### config.mk
export PLATFORM = sky130hd
export DESIGN_NAME = intersection_cmd_sequencer_flat
export DESIGN_NICKNAME = d
export VERILOG_FILES = /design/src/rtl/intersection_cmd_sequencer_if.sv /design/src/rtl/intersection_cmd_sequencer.sv /design/src/flat_wrapper.sv
export SDC_FILE = /design/constraint.sdc
export NUM_CORES = 1
export LEC_CHECK = 0
export CORE_MARGIN = 2
export CORE_UTILIZATION = 50
export CTS_CLUSTER_DIAMETER = 200
export CTS_CLUSTER_SIZE = 25
export DETAILED_ROUTE_END_ITERATION = 7
export GPL_ROUTABILITY_DRIVEN = 0
export PLACE_DENSITY_LB_ADDON = 0.08
export REMOVE_ABC_BUFFERS = 1
export SKIP_CTS_REPAIR_TIMING = 1
export SYNTH_ARGS = -nofsm -noshare
export SYNTH_HDL_FRONTEND = slang
export SYNTH_SLANG_ARGS = --single-unit
### constraint.sdc
create_clock -name clk -period 3.44 [get_ports clk]
set_input_delay 0.688 -clock clk [delete_from_list [all_inputs] [get_ports clk]]
set_output_delay 0.688 -clock clk [all_outputs]
set_load 0.005 [all_outputs]
### src/rtl/intersection_cmd_sequencer_if.sv
// Sensor-event payload type and the valid/ready event bus into the command sequencer.

package intersection_cmd_pkg;
  localparam int unsigned TYPE_W  = 2;
  localparam int unsigned PLATE_W = 5;

  typedef struct packed {
    logic [TYPE_W-1:0]  kind;
    logic [PLATE_W-1:0] plate;
  } evt_t;
endpackage

interface intersection_cmd_if;
  import intersection_cmd_pkg::*;

  logic               evt_valid;
  logic               evt_ready;
  logic [TYPE_W-1:0]  evt_type;
  logic [PLATE_W-1:0] evt_plate;

  modport master (output evt_valid, output evt_type, output evt_plate, input evt_ready);
  modport slave  (input evt_valid, input evt_type, input evt_plate, output evt_ready);
endinterface

### src/rtl/intersection_cmd_sequencer.sv
// Buffers road sensor events and replays them as setup/pulse/hold command
// sequences; blacklist display requests are only granted between commands.

module intersection_cmd_sequencer
  import intersection_cmd_pkg::*;
#(
  parameter int unsigned DEPTH     = 8,
  parameter int unsigned AW        = 3,
  parameter int unsigned SETUP_CYC = 1,
  parameter int unsigned PULSE_CYC = 2,
  parameter int unsigned HOLD_CYC  = 1
) (
  input  logic                clk,
  input  logic                rst_n,
  intersection_cmd_if.slave   evt,
  input  logic                disp_req,
  output logic [2:0]          mode,
  output logic [PLATE_W-1:0]  plateIn,
  output logic                action,
  output logic [AW:0]         fifo_count,
  output logic                busy,
  output logic [7:0]          drop_cnt,
  output logic                overflow
);

  localparam int unsigned CNTW = AW + 1;
  localparam int unsigned CW   = 8;

  typedef enum logic [2:0] {
    ST_IDLE,
    ST_SETUP,
    ST_PULSE,
    ST_HOLD,
    ST_DISP
  } state_t;

  state_t             state_q, state_d;
  logic [CW-1:0]      cnt_q, cnt_d;
  logic [2:0]         mode_d;
  logic [PLATE_W-1:0] plate_d;
  logic               action_d;
  logic               busy_d;
  logic               pop;
  logic               push;
  logic               drop;

  evt_t               mem [DEPTH];
  evt_t               head;
  logic [AW-1:0]      wr_ptr, rd_ptr;

  assign evt.evt_ready = (fifo_count != CNTW'(DEPTH));
  assign push          = evt.evt_valid && evt.evt_ready;
  assign drop          = evt.evt_valid && !evt.evt_ready;
  assign head          = mem[rd_ptr];

  // Storage array needs no reset; validity is tracked by fifo_count.
  always_ff @(posedge clk) begin
    if (push) begin
      mem[wr_ptr] <= '{kind: evt.evt_type, plate: evt.evt_plate};
    end
  end

  // Pointers wrap naturally because DEPTH is a power of two.
  always_ff @(posedge clk or negedge rst_n) begin
    if (!rst_n) begin
      wr_ptr     <= '0;
      rd_ptr     <= '0;
      fifo_count <= '0;
      drop_cnt   <= '0;
      overflow   <= 1'b0;
    end else begin
      if (push) wr_ptr <= wr_ptr + AW'(1);
      if (pop)  rd_ptr <= rd_ptr + AW'(1);
      case ({push, pop})
        2'b10:   fifo_count <= fifo_count + CNTW'(1);
        2'b01:   fifo_count <= fifo_count - CNTW'(1);
        default: fifo_count <= fifo_count;
      endcase
      if (drop) begin
        overflow <= 1'b1;
        if (drop_cnt != 8'hFF) drop_cnt <= drop_cnt + 8'd1;
      end
    end
  end

  always_ff @(posedge clk or negedge rst_n) begin
    if (!rst_n) begin
      state_q <= ST_IDLE;
      cnt_q   <= '0;
      mode    <= '0;
      plateIn <= '0;
      action  <= 1'b0;
      busy    <= 1'b0;
    end else begin
      state_q <= state_d;
      cnt_q   <= cnt_d;
      mode    <= mode_d;
      plateIn <= plate_d;
      action  <= action_d;
      busy    <= busy_d;
    end
  end

  // Outputs are computed for the next state so they leave the flops glitch-free.
  always_comb begin
    state_d  = state_q;
    cnt_d    = cnt_q;
    mode_d   = mode;
    plate_d  = plateIn;
    action_d = 1'b0;
    pop      = 1'b0;

    case (state_q)
      ST_IDLE: begin
        mode_d = 3'b000;
        if (disp_req) begin
          state_d = ST_DISP;
          mode_d  = 3'b100;
        end else if (fifo_count != '0) begin
          pop     = 1'b1;
          mode_d  = {1'b0, head.kind};
          plate_d = head.plate;
          cnt_d   = '0;
          state_d = ST_SETUP;
        end
      end
      ST_SETUP: begin
        if (cnt_q == CW'(SETUP_CYC)) begin
          state_d  = ST_PULSE;
          cnt_d    = '0;
          action_d = 1'b1;
        end else begin
          cnt_d = cnt_q + CW'(1);
        end
      end
      ST_PULSE: begin
        if (cnt_q == CW'(PULSE_CYC - 1)) begin
          state_d = ST_HOLD;
          cnt_d   = '0;
        end else begin
          cnt_d    = cnt_q + CW'(1);
          action_d = 1'b1;
        end
      end
      ST_HOLD: begin
        if (cnt_q == CW'(HOLD_CYC - 1)) begin
          state_d = ST_IDLE;
          cnt_d   = '0;
          mode_d  = 3'b000;
        end else begin
          cnt_d = cnt_q + CW'(1);
        end
      end
      ST_DISP: begin
        mode_d = 3'b100;
        if (!disp_req) begin
          state_d = ST_IDLE;
          mode_d  = 3'b000;
        end
      end
      default: begin
        state_d = ST_IDLE;
        mode_d  = 3'b000;
      end
    endcase

    busy_d = (state_d != ST_IDLE);
  end

endmodule
### src/flat_wrapper.sv
// flat-port wrapper written by rule: the top's interface ports become plain ports
module intersection_cmd_sequencer_flat import intersection_cmd_pkg::*;
#(
  parameter int unsigned DEPTH     = 8,
  parameter int unsigned AW        = 3,
  parameter int unsigned SETUP_CYC = 1,
  parameter int unsigned PULSE_CYC = 2,
  parameter int unsigned HOLD_CYC  = 1
)
  (clk, rst_n, disp_req, mode, plateIn, action, fifo_count, busy, drop_cnt, overflow, evt_evt_valid, evt_evt_type, evt_evt_plate, evt_evt_ready);
  intersection_cmd_if evt_i ();
  input  logic clk;
  input  logic rst_n;
  input  logic disp_req;
  output logic [2:0] mode;
  output logic [PLATE_W-1:0] plateIn;
  output logic action;
  output logic [AW:0] fifo_count;
  output logic busy;
  output logic [7:0] drop_cnt;
  output logic overflow;
  input wire logic [$bits(evt_i.evt_valid)-1:0] evt_evt_valid;
  input wire logic [$bits(evt_i.evt_type)-1:0] evt_evt_type;
  input wire logic [$bits(evt_i.evt_plate)-1:0] evt_evt_plate;
  output wire logic [$bits(evt_i.evt_ready)-1:0] evt_evt_ready;
  assign evt_i.evt_valid = evt_evt_valid;
  assign evt_i.evt_type = evt_evt_type;
  assign evt_i.evt_plate = evt_evt_plate;
  assign evt_evt_ready = evt_i.evt_ready;
  intersection_cmd_sequencer #(.DEPTH(DEPTH), .AW(AW), .SETUP_CYC(SETUP_CYC), .PULSE_CYC(PULSE_CYC), .HOLD_CYC(HOLD_CYC)) u_core (.clk(clk), .rst_n(rst_n), .evt(evt_i), .disp_req(disp_req), .mode(mode), .plateIn(plateIn), .action(action), .fifo_count(fifo_count), .busy(busy), .drop_cnt(drop_cnt), .overflow(overflow));
endmodule
==> Word-level counts from Yosys, hierarchy flattened <==
Memories as Yosys holds them, arrays and structs flattened.
Index checks and enable logic that the tools add are counted.
{ "word_totals": {"inputBits": 11, "ram_bits": 56, "output_inout_bits": 24, "register_bits": 40, "n_memories": 1} }
{ "memory_table": {"columns": ["memory", "words", "width", "read_ports", "rd_clocked_by_memory_dff", "write_ports", "line_no", "rtl"], "rows": [
  ["u_core.mem", 8, 7, 1, 0, 1, "intersection_cmd_sequencer.sv:47", "evt_t mem [DEPTH];"]
]} }
{ "classes": {"n_reduce_logical": 14, "n_bitwise": 2, "mux": 26, "add_sub_neg": 6, "eq_ne": 12} }
{ "op_table": {"columns": ["operator", "count"], "rows": [
  ["$mux W8", 4],
  ["$mux W3", 9],
  ["$pmux W8 S3", 1],
  ["$add A8 B1 Y8 const B", 2],
  ["$pmux W3 S5", 1],
  ["$pmux W3 S4", 1],
  ["$eq A8 B1 Y1 const B", 1],
  ["$logic_not A8 Y1", 1],
  ["$ne A8 B8 Y1 const B", 1],
  ["$pmux W4 S2", 1],
  ["$mux W1", 7],
  ["$add A3 B1 Y3 const B", 2],
  ["$eq A3 B2 Y1 const B", 2],
  ["$reduce_and A3 Y1", 2],
  ["$reduce_bool A3 Y1", 2],
  ["$add A4 B1 Y4 const B", 1],
  ["$ne A2 B1 Y1 const B", 2],
  ["$ne A4 B4 Y1 const B", 1],
  ["$reduce_and A2 Y1", 2],
  ["$reduce_bool A4 Y1", 1],
  ["$sub A4 B1 Y4 const B", 1],
  ["$eq A3 B1 Y1 const B", 1],
  ["$eq A3 B3 Y1 const B", 1],
  ["$logic_not A3 Y1", 1],
  ["other kinds (10)", 12]
]} }

==> Longest topological paths before layout <==
Gate-level depths: netlist (run 1).
{ "logic_depth": {"ltp_word": 6, "ltp_mapped": 11, "ltp_nobuf": 10} }

==> Least setup slack after synthesis (run 1) <==
Ideal clock, no wire load.
{ "synth_timing": {"path_type": "reg2reg", "from": "reg u_core.fifo_count[1]", "to": "reg u_core.fifo_count[2]", "required_time_ns": 3.312, "arrival_time_ns": 2.355, "setup_slack_ns": 0.957, "path_stages_with_launch": 11, "path_cell_list": "dfrtp_1 > or4_1 > nand3_1 > inv_1 > ha_1 > xor2_1 > ha_1 > a21oi_1 > xor2_1 > nor2_1 > xor2_1"} }
{ "synth_via": {"elab_chain_cells": 6} }
{ "synth_rtl": {"columns": ["element", "line_no", "rtl"], "rows": [
  ["start, declared", "intersection_cmd_sequencer.sv:20", "output logic [AW:0] fifo_count,"],
  ["start signal, assigned", "intersection_cmd_sequencer.sv:75", "2'b10: fifo_count <= fifo_count + CNTW'(1);"],
  ["start signal, assigned", "intersection_cmd_sequencer.sv:76", "2'b01: fifo_count <= fifo_count - CNTW'(1);"],
  ["start signal, assigned", "intersection_cmd_sequencer.sv:77", "default: fifo_count <= fifo_count;"],
  ["$reduce_bool A4 Y1 *", "intersection_cmd_sequencer.sv:119", "end else if (fifo_count != '0) begin"],
  ["$mux W1 *", "intersection_cmd_sequencer.sv:119", null],
  ["$mux W1 *", "intersection_cmd_sequencer.sv:116", "if (disp_req) begin"],
  ["$mux W1 *", "intersection_cmd_sequencer.sv:113", "case (state_q)"],
  ["named net u_core.pop", "intersection_cmd_sequencer.sv:43", "logic pop;"],
  ["$eq A2 B1 Y1 or $eq A2 B2 Y1 (tied branches)", "intersection_cmd_sequencer.sv:74", "case ({push, pop})"],
  ["$pmux W4 S2 or $reduce_bool A2 Y1 (tied branches)", null, null]
]} }
The timed path passes the listed nets; every way through them passes the cells marked *.
A chain may end at the register's enable or synchronous reset.

==> Worst setup path after layout (run 1) <==
Same ends and word-level chain as after synthesis.

==> results.yml, run 1 <==
status:
  status: "finished clean"
logic_synthesis:
  syn_inst: 279
  synth_top_cell_by_area: "edfxtp_1"
  yosys_warnings: 0
  yosysTopAreaCellShare_pct: 40.7
  synth_area_leaders: "edfxtp_1 (41%), dfrtp_1 (24%), mux4_2 (7.6%), ha_1 (2.7%), xor2_1 (2.3%)"
  async_flop_share_pct: 41.7
  netlist_area_mm2: 0.00413
  synth_commonest_cells: "edfxtp_1 (56), dfrtp_1 (40), nand2_1 (19)"
  synth_area_per_cell_um2: 14.8
  ys_types: 50
  synth-edff-count: 56
  synth_top_flop_cell: "edfxtp_1"
  synth.most_common_cell: "edfxtp_1"
  yosysSeqAreaShare_pct: 64.9
  ys_ff_latch: 96
drt:
  postRouteAntennaNets: 0
  drtIter0Drc: 125
  via_count: 2370
  vias_per_cell: 5.45
  drt-total-wl_um: 7360
  firstDrtPassIters: 4
  wl_per_cell_um: 16.9
  route.detailed.drc: 0
worst_setup_path:
  required_ps: 3690
  cp-start-kind: "flip-flop"
  crit_type: "flip-flop to flip-flop"
  endpoint_kind: "flip-flop"
  max_stage_delay_ps: 610
  critical_path.top_delay_family: "simple AND/OR/NAND/NOR gates"
  cp_cell_sequence: "or4_1, nand3_1, inv_1, ha_1, xor2_1, ha_1, a21oi_1, xor2_1, nor2_1, xor2_1"
  cp_max_fo: 9
  worstPathArrival_ps: 2830
  worst-path-buf-inv: 1
  crit_path_frequent_cell: "xor2_1"
  critPathSlowestCell: "or4_1"
sta:
  setup_viol: 0
  period_minus_slack_ps: 2580
  rsz0062_at_grt: "false"
  fin_skew_ps: 8.36
  relSlewSlack_pct: 41.5
  tns_ps: 0
  worst_pin_slew_ps: 878
  slew_violations: 0
  hold_viol: 0
  final.period_utilization_pct: 75.0
  fmax_mhz: 387
clocking:
  h-tree-depth: 3
  clkTransAtPathRegs_ps: 100
  root_buffer: "clkbuf_8"
  cts_tree: "done"
  cts.sinks: 96
  clock_path_buffers: 2
  cts_buffers: 9
  clk_latency_ps: 360
power:
  leakagePower_nw: 1.83
  clockPowerShare_pct: 26.4
  p_comb_share_pct: 16.8
  vdd_drop_max_mv: 0.401
  total_power_w: 0.00264
  sw_frac_of_total_pct: 28.1
  powerDensity_mw_per_mm2: 547
  p_sw_w: 0.000741
  power_frac_seq_pct: 56.9
  internal_power_w: 0.00190
grt:
  grt_remaining_overflow: 0
  grt_pass1_vias: 2303
  antenna_found_initial: 0
  busiest_layer: "met2"
  grt_pass1_wl_um: 11800
  grt_use_met3_pct: 4.15
  use_met1_pct: 26.0
  grt_max_degree: 41
  track_usage_pct: 18.0
  gr-usage-met2_pct: 26.8
floorplan:
  coreArea_mm2: 0.00809
  die_y_um: 94.9
  io-pin-count: 35
  initial_core_util_pct: 51.1
  design.die.area_mm2: 0.00901
  rows: 33
  die_w_um: 94.9
final_layout:
  drive_above_1_share_pct: 16.1
  instances_no_fill: 435
  regArea_mm2: 0.00268
  nNetsFinal: 345
  multiInputGateArea_mm2: 0.00137
  antenna_cells: 0
  syn_to_final_growth_pct: 16.7
  fillCellCount: 675
flow_run:
  maxCapViolCount: 0
placed_design:
  io_buffers: 34
  dp_hpwl_um: 4980
  place_inst: 419
hold_path:
  hp-class: "primary input to asynchronous set/reset pin"
-- path summary, 6_finish.rpt --
path                       slack [ps]            startpoint  cells after the start              endpoint
max in group asynchronous        2450                 rst_n                      1      u_core.wr_ptr[1]
max reg2reg                       860  u_core.fifo_count[1]                     10  u_core.fifo_count[2]
max                               860  u_core.fifo_count[1]                     10  u_core.fifo_count[2]
min                               440                 rst_n                      1         u_core.action
min reg2reg                       480       u_core.overflow                      1       u_core.overflow
min in group clk                  480       u_core.overflow                      1       u_core.overflow
-- power groups by stage --
| stage | clock network (W) | registers, W | logic (W) |
|---|---|---|---|
| 3_5_place_dp | 0 | 0.00153 | 0.000453 |
| 5_1_grt | 0.000761 | 0.00152 | 0.000489 |
| 6_report | 0.000696 | 0.00150 | 0.000443 |
| 2_1_floorplan | 0 | 0.00150 | 0.000227 |
| 3_3_place_gp | 0 | 0.00152 | 0.000449 |
| 4_1_cts | 0.000715 | 0.00150 | 0.000455 |
-- routing by layer --
layer	share of wire, %	up-vias
met2	46	51
met3	4.2	6
met1	49	1160
met4	0.87	0
li1	-	1153
met5	0	-
-- state kept, by name, summed over array words and instances, names as in the netlist --
name,flops
u_core.action,1
u_core.busy,1
u_core.cnt_q,8
u_core.drop_cnt,8
u_core.fifo_count,4
u_core.mem,56
u_core.mode,3
u_core.overflow,1
u_core.plateIn,5
u_core.rd_ptr,3
u_core.state_q,3
u_core.wr_ptr,3
-- cell families (layout without fill, tap and decap cells) --
| logic type | count (synthesis) | count (layout) | share of synthesized area [%] |
|---|---|---|---|
| compound gates | 34 | 34 | 6.18 |
| xor+xnor | 16 | 16 | 3.39 |
| fa+ha+maj | 9 | 9 | 2.72 |
| buf+inv | 20 | 71 | 1.97 |
| flops | 96 | 96 | 64.9 |
| mux | 26 | 26 | 10.7 |
| simple gates | 78 | 78 | 10.2 |
-- stage by stage --
step | util, % | hold WS [ps] | setup WS (ps) | area, µm²
3_5_place_dp | 57.3 | 447 | 621 | 4640
3_3_place_gp | 57.3 | 447 | 668 | 4640
4_1_cts | 59.6 | 464 | 850 | 4820
2_1_floorplan | - | 392 | 712 | 4090
6_report | 59.6 | 438 | 859 | 4820
5_1_grt | 59.6 | 492 | 715 | 4820
-- layout make-up --
type / count / share of cell area, %
repair buffers: 45 / 8.66
clock inverters: 7 / 1.27
flip-flops and latches: 96 / 55.6
inverters: 10 / 0.778
clock buffers: 9 / 2.57
well taps: 105 / 2.72
multi-input cells: 163 / 28.4
-- cell usage in the layout, fill, tap and decap left out, types with 3 or more instances in the layout --
master,count
nor3_1,9
clkbuf_8,9
nand3_1,10
o21ai_0,7
clkdlybuf4s50_1,33
a211oi_1,3
nand2b_1,3
xor2_1,11
nand4_1,4
edfxtp_1,56
mux2_2,4
dfrtp_1,40
xnor2_1,5
nand2_1,19
a21oi_1,4
inv_1,10
buf_4,11
mux4_2,14
mux2i_1,8
nor2_1,12
ha_1,9
and3_1,3
-- worst register-to-register path: cells and delay by family, from the launching register on --
| family | cells | cell delay [ps] |
|---|---|---|
| compound gates | 1 | 150 |
| xor+xnor | 3 | 460 |
| fa+ha+maj | 2 | 450 |
| buf+inv | 1 | 120 |
| flops | 1 | 480 |
| simple gates | 3 | 810 |
No activity file was read; power rests on OpenSTA's default activity.
==> inputs of run 2 (changes only) <==
clock period = 2.2 ns   (was 3.44 ns; I/O delays follow)
==> run 2 against run 1 <==
Effect of this change:
- power rose by 64%
- clock-buffer cell count rose by 1
- combinational power rose by 100%
- fmax rose by 19%
- hold slack got worse by 310 ps
- first-iteration DRC count fell by 17%
==> results.yml, run 2 (synthesis results as in run 1) <==
worst_setup_path:
  ff2ff_setup_slack_ps: 40
  max_stage_delay_ps: 560
  worstPathArrival_ps: 2420
  crit_path_frequent_cell: "xor2_1"
  cp_max_fo: 3
  endpoint_kind: "flip-flop"
  critical_path.top_delay_family: "simple AND/OR/NAND/NOR gates"
  worst-path-buf-inv: 1
  crit_type: "flip-flop to flip-flop"
  cp-start-kind: "flip-flop"
  required_ps: 2450
  critPathSlowestCell: "or4_4"
  cp_cell_sequence: "or4_4, nand3_4, inv_4, ha_4, xor2_1, ha_2, a21oi_2, xor2_1, nor2_1, xor2_1"
drt:
  postRouteAntennaNets: 0
  via_count: 2508
  vias_per_cell: 5.48
  drt-total-wl_um: 7940
  route.detailed.drc: 0
  wl_per_cell_um: 17.3
  drtIter0Drc: 104
  firstDrtPassIters: 4
final_layout:
  nNetsFinal: 368
  fillCellCount: 668
  largest_reg_flops: 56
  layout_commonest_cell: "edfxtp_1"
  fin_util_pct: 62.7
  multiInputGateArea_mm2: 0.00142
  drive_above_1_share_pct: 24.4
  antenna_cells: 0
  regArea_mm2: 0.00268
  top_register: "u_core.mem"
  top_regs: "u_core.mem: 56 flops, u_core.cnt_q: 8 flops, u_core.drop_cnt: 8 flops"
  syn_to_final_growth_pct: 22.7
  final_cell_mix: "edfxtp_1 (56), dfrtp_1 (40), clkdlybuf4s50_1 (32), buf_4 (32), nand2_1 (19)"
grt:
  grt_remaining_overflow: 0
  grt_pass1_wl_um: 12700
  track_usage_pct: 19.3
  grt_pass1_vias: 2443
  antenna_found_initial: 0
  grt_max_degree: 41
placed_design:
  io_buffers: 34
  dp_hpwl_um: 5300
  place_ws_ps: -241
sta:
  slew_violations: 0
  final.period_utilization_pct: 98.3
  relSlewSlack_pct: 58.2
  fmax_mhz: 462
  fin_skew_ps: 10.5
  tns_ps: 0
  setup_viol: 0
  period_minus_slack_ps: 2160
  rsz0062_at_grt: "true"
  layout_setup_ws_ps: 36.7
  worst_pin_slew_ps: 624
  hold_viol: 0
clocking:
  cts.sinks: 96
  cts_buffers: 9
  h-tree-depth: 3
  clock_path_buffers: 2
  root_buffer: "clkbuf_8"
  clkTransAtPathRegs_ps: 100
  cts_tree: "done"
  clk_latency_ps: 360
hold_path:
  hp-class: "primary input to asynchronous set/reset pin"
power:
  total_power_w: 0.00434
  powerDensity_mw_per_mm2: 855
  vdd_drop_max_mv: 0.677
  leakagePower_nw: 1.96
floorplan:
  die_w_um: 94.9
  die_y_um: 94.9
  initial_core_util_pct: 51.1
  io-pin-count: 35
  coreArea_mm2: 0.00809
  design.die.area_mm2: 0.00901
  rows: 33
status:
  status: "finished clean"
flow_run:
  maxCapViolCount: 0
-- run 2: cell count changes in the layout (fill, tap and decap cells not counted), sizes merged --
cell and change:
buf +23, clkbuf +1, clkdlybuf4s50 -1, clkinv -1, dlymetal6s2s +1
-- run 2: worst reg2reg max path: stages, from the launching register on --
cell and delay [ps]:
dfrtp_1 390, or4_4 560, nand3_4 110, inv_4 50, ha_4 160, xor2_1 140, ha_2 190, a21oi_2 110
xor2_1 140, nor2_1 70, xor2_1 140
-- run 2: power breakdown --
part	internal, W	total (W)	switching, W
Sequential	0.00216	0.00230	0.000137
Combinational	0.000481	0.000904	0.000422
Clock	0.000470	0.00113	0.000661
-- run 2: path summary, 6_finish.rpt --
kind	start	depth (start not counted)	endpoint
worst max-delay path	u_core.fifo_count[3]	10	u_core.fifo_count[2]
worst min-delay path	rst_n	2	u_core.plateIn[2]
worst max register to register	u_core.fifo_count[3]	10	u_core.fifo_count[2]
worst min register to register	u_core.overflow	1	u_core.overflow
max in group asynchronous	rst_n	2	u_core.state_q[2]
min in group clk	u_core.overflow	1	u_core.overflow
-- run 2: cell type report --
cell class | count | area share (%)
Inverter | 10 | 0.790
Multi-Input combinational cell | 163 | 28.0
Clock inverter | 6 | 1.13
Clock buffer | 10 | 2.71
Sequential cell | 96 | 52.9
Timing Repair Buffer | 68 | 11.8
Tap cell | 105 | 2.59
-- run 2: per-layer routing --
metal  share of wire [%]  GRT usage (%)  vias up  routed length (µm)
li1                    -              -     1192                   -
met1                  49           27.8     1262                3850
met2                  47           29.4       46                3730
met3                 3.5           4.23        8                 278
met4                0.94           6.52        0                  75
met5                   0              0        -                   0
-- run 2: per-stage QoR --
stage	hold WS (ps)	cells	area [µm²]
after global routing	167	458	5070
final	131	458	5070
after global placement	448	439	4790
after detailed placement	460	439	4790
after floorplan	144	269	4090
after CTS	135	455	4980
==> inputs of run 3 (changes only) <==
CAP_MARGIN = 20   (was default)
GPL_TIMING_DRIVEN = 1   (was default)
==> results of run 3 <==
The final DEF is identical to that of run 2; final timing and power are the same.
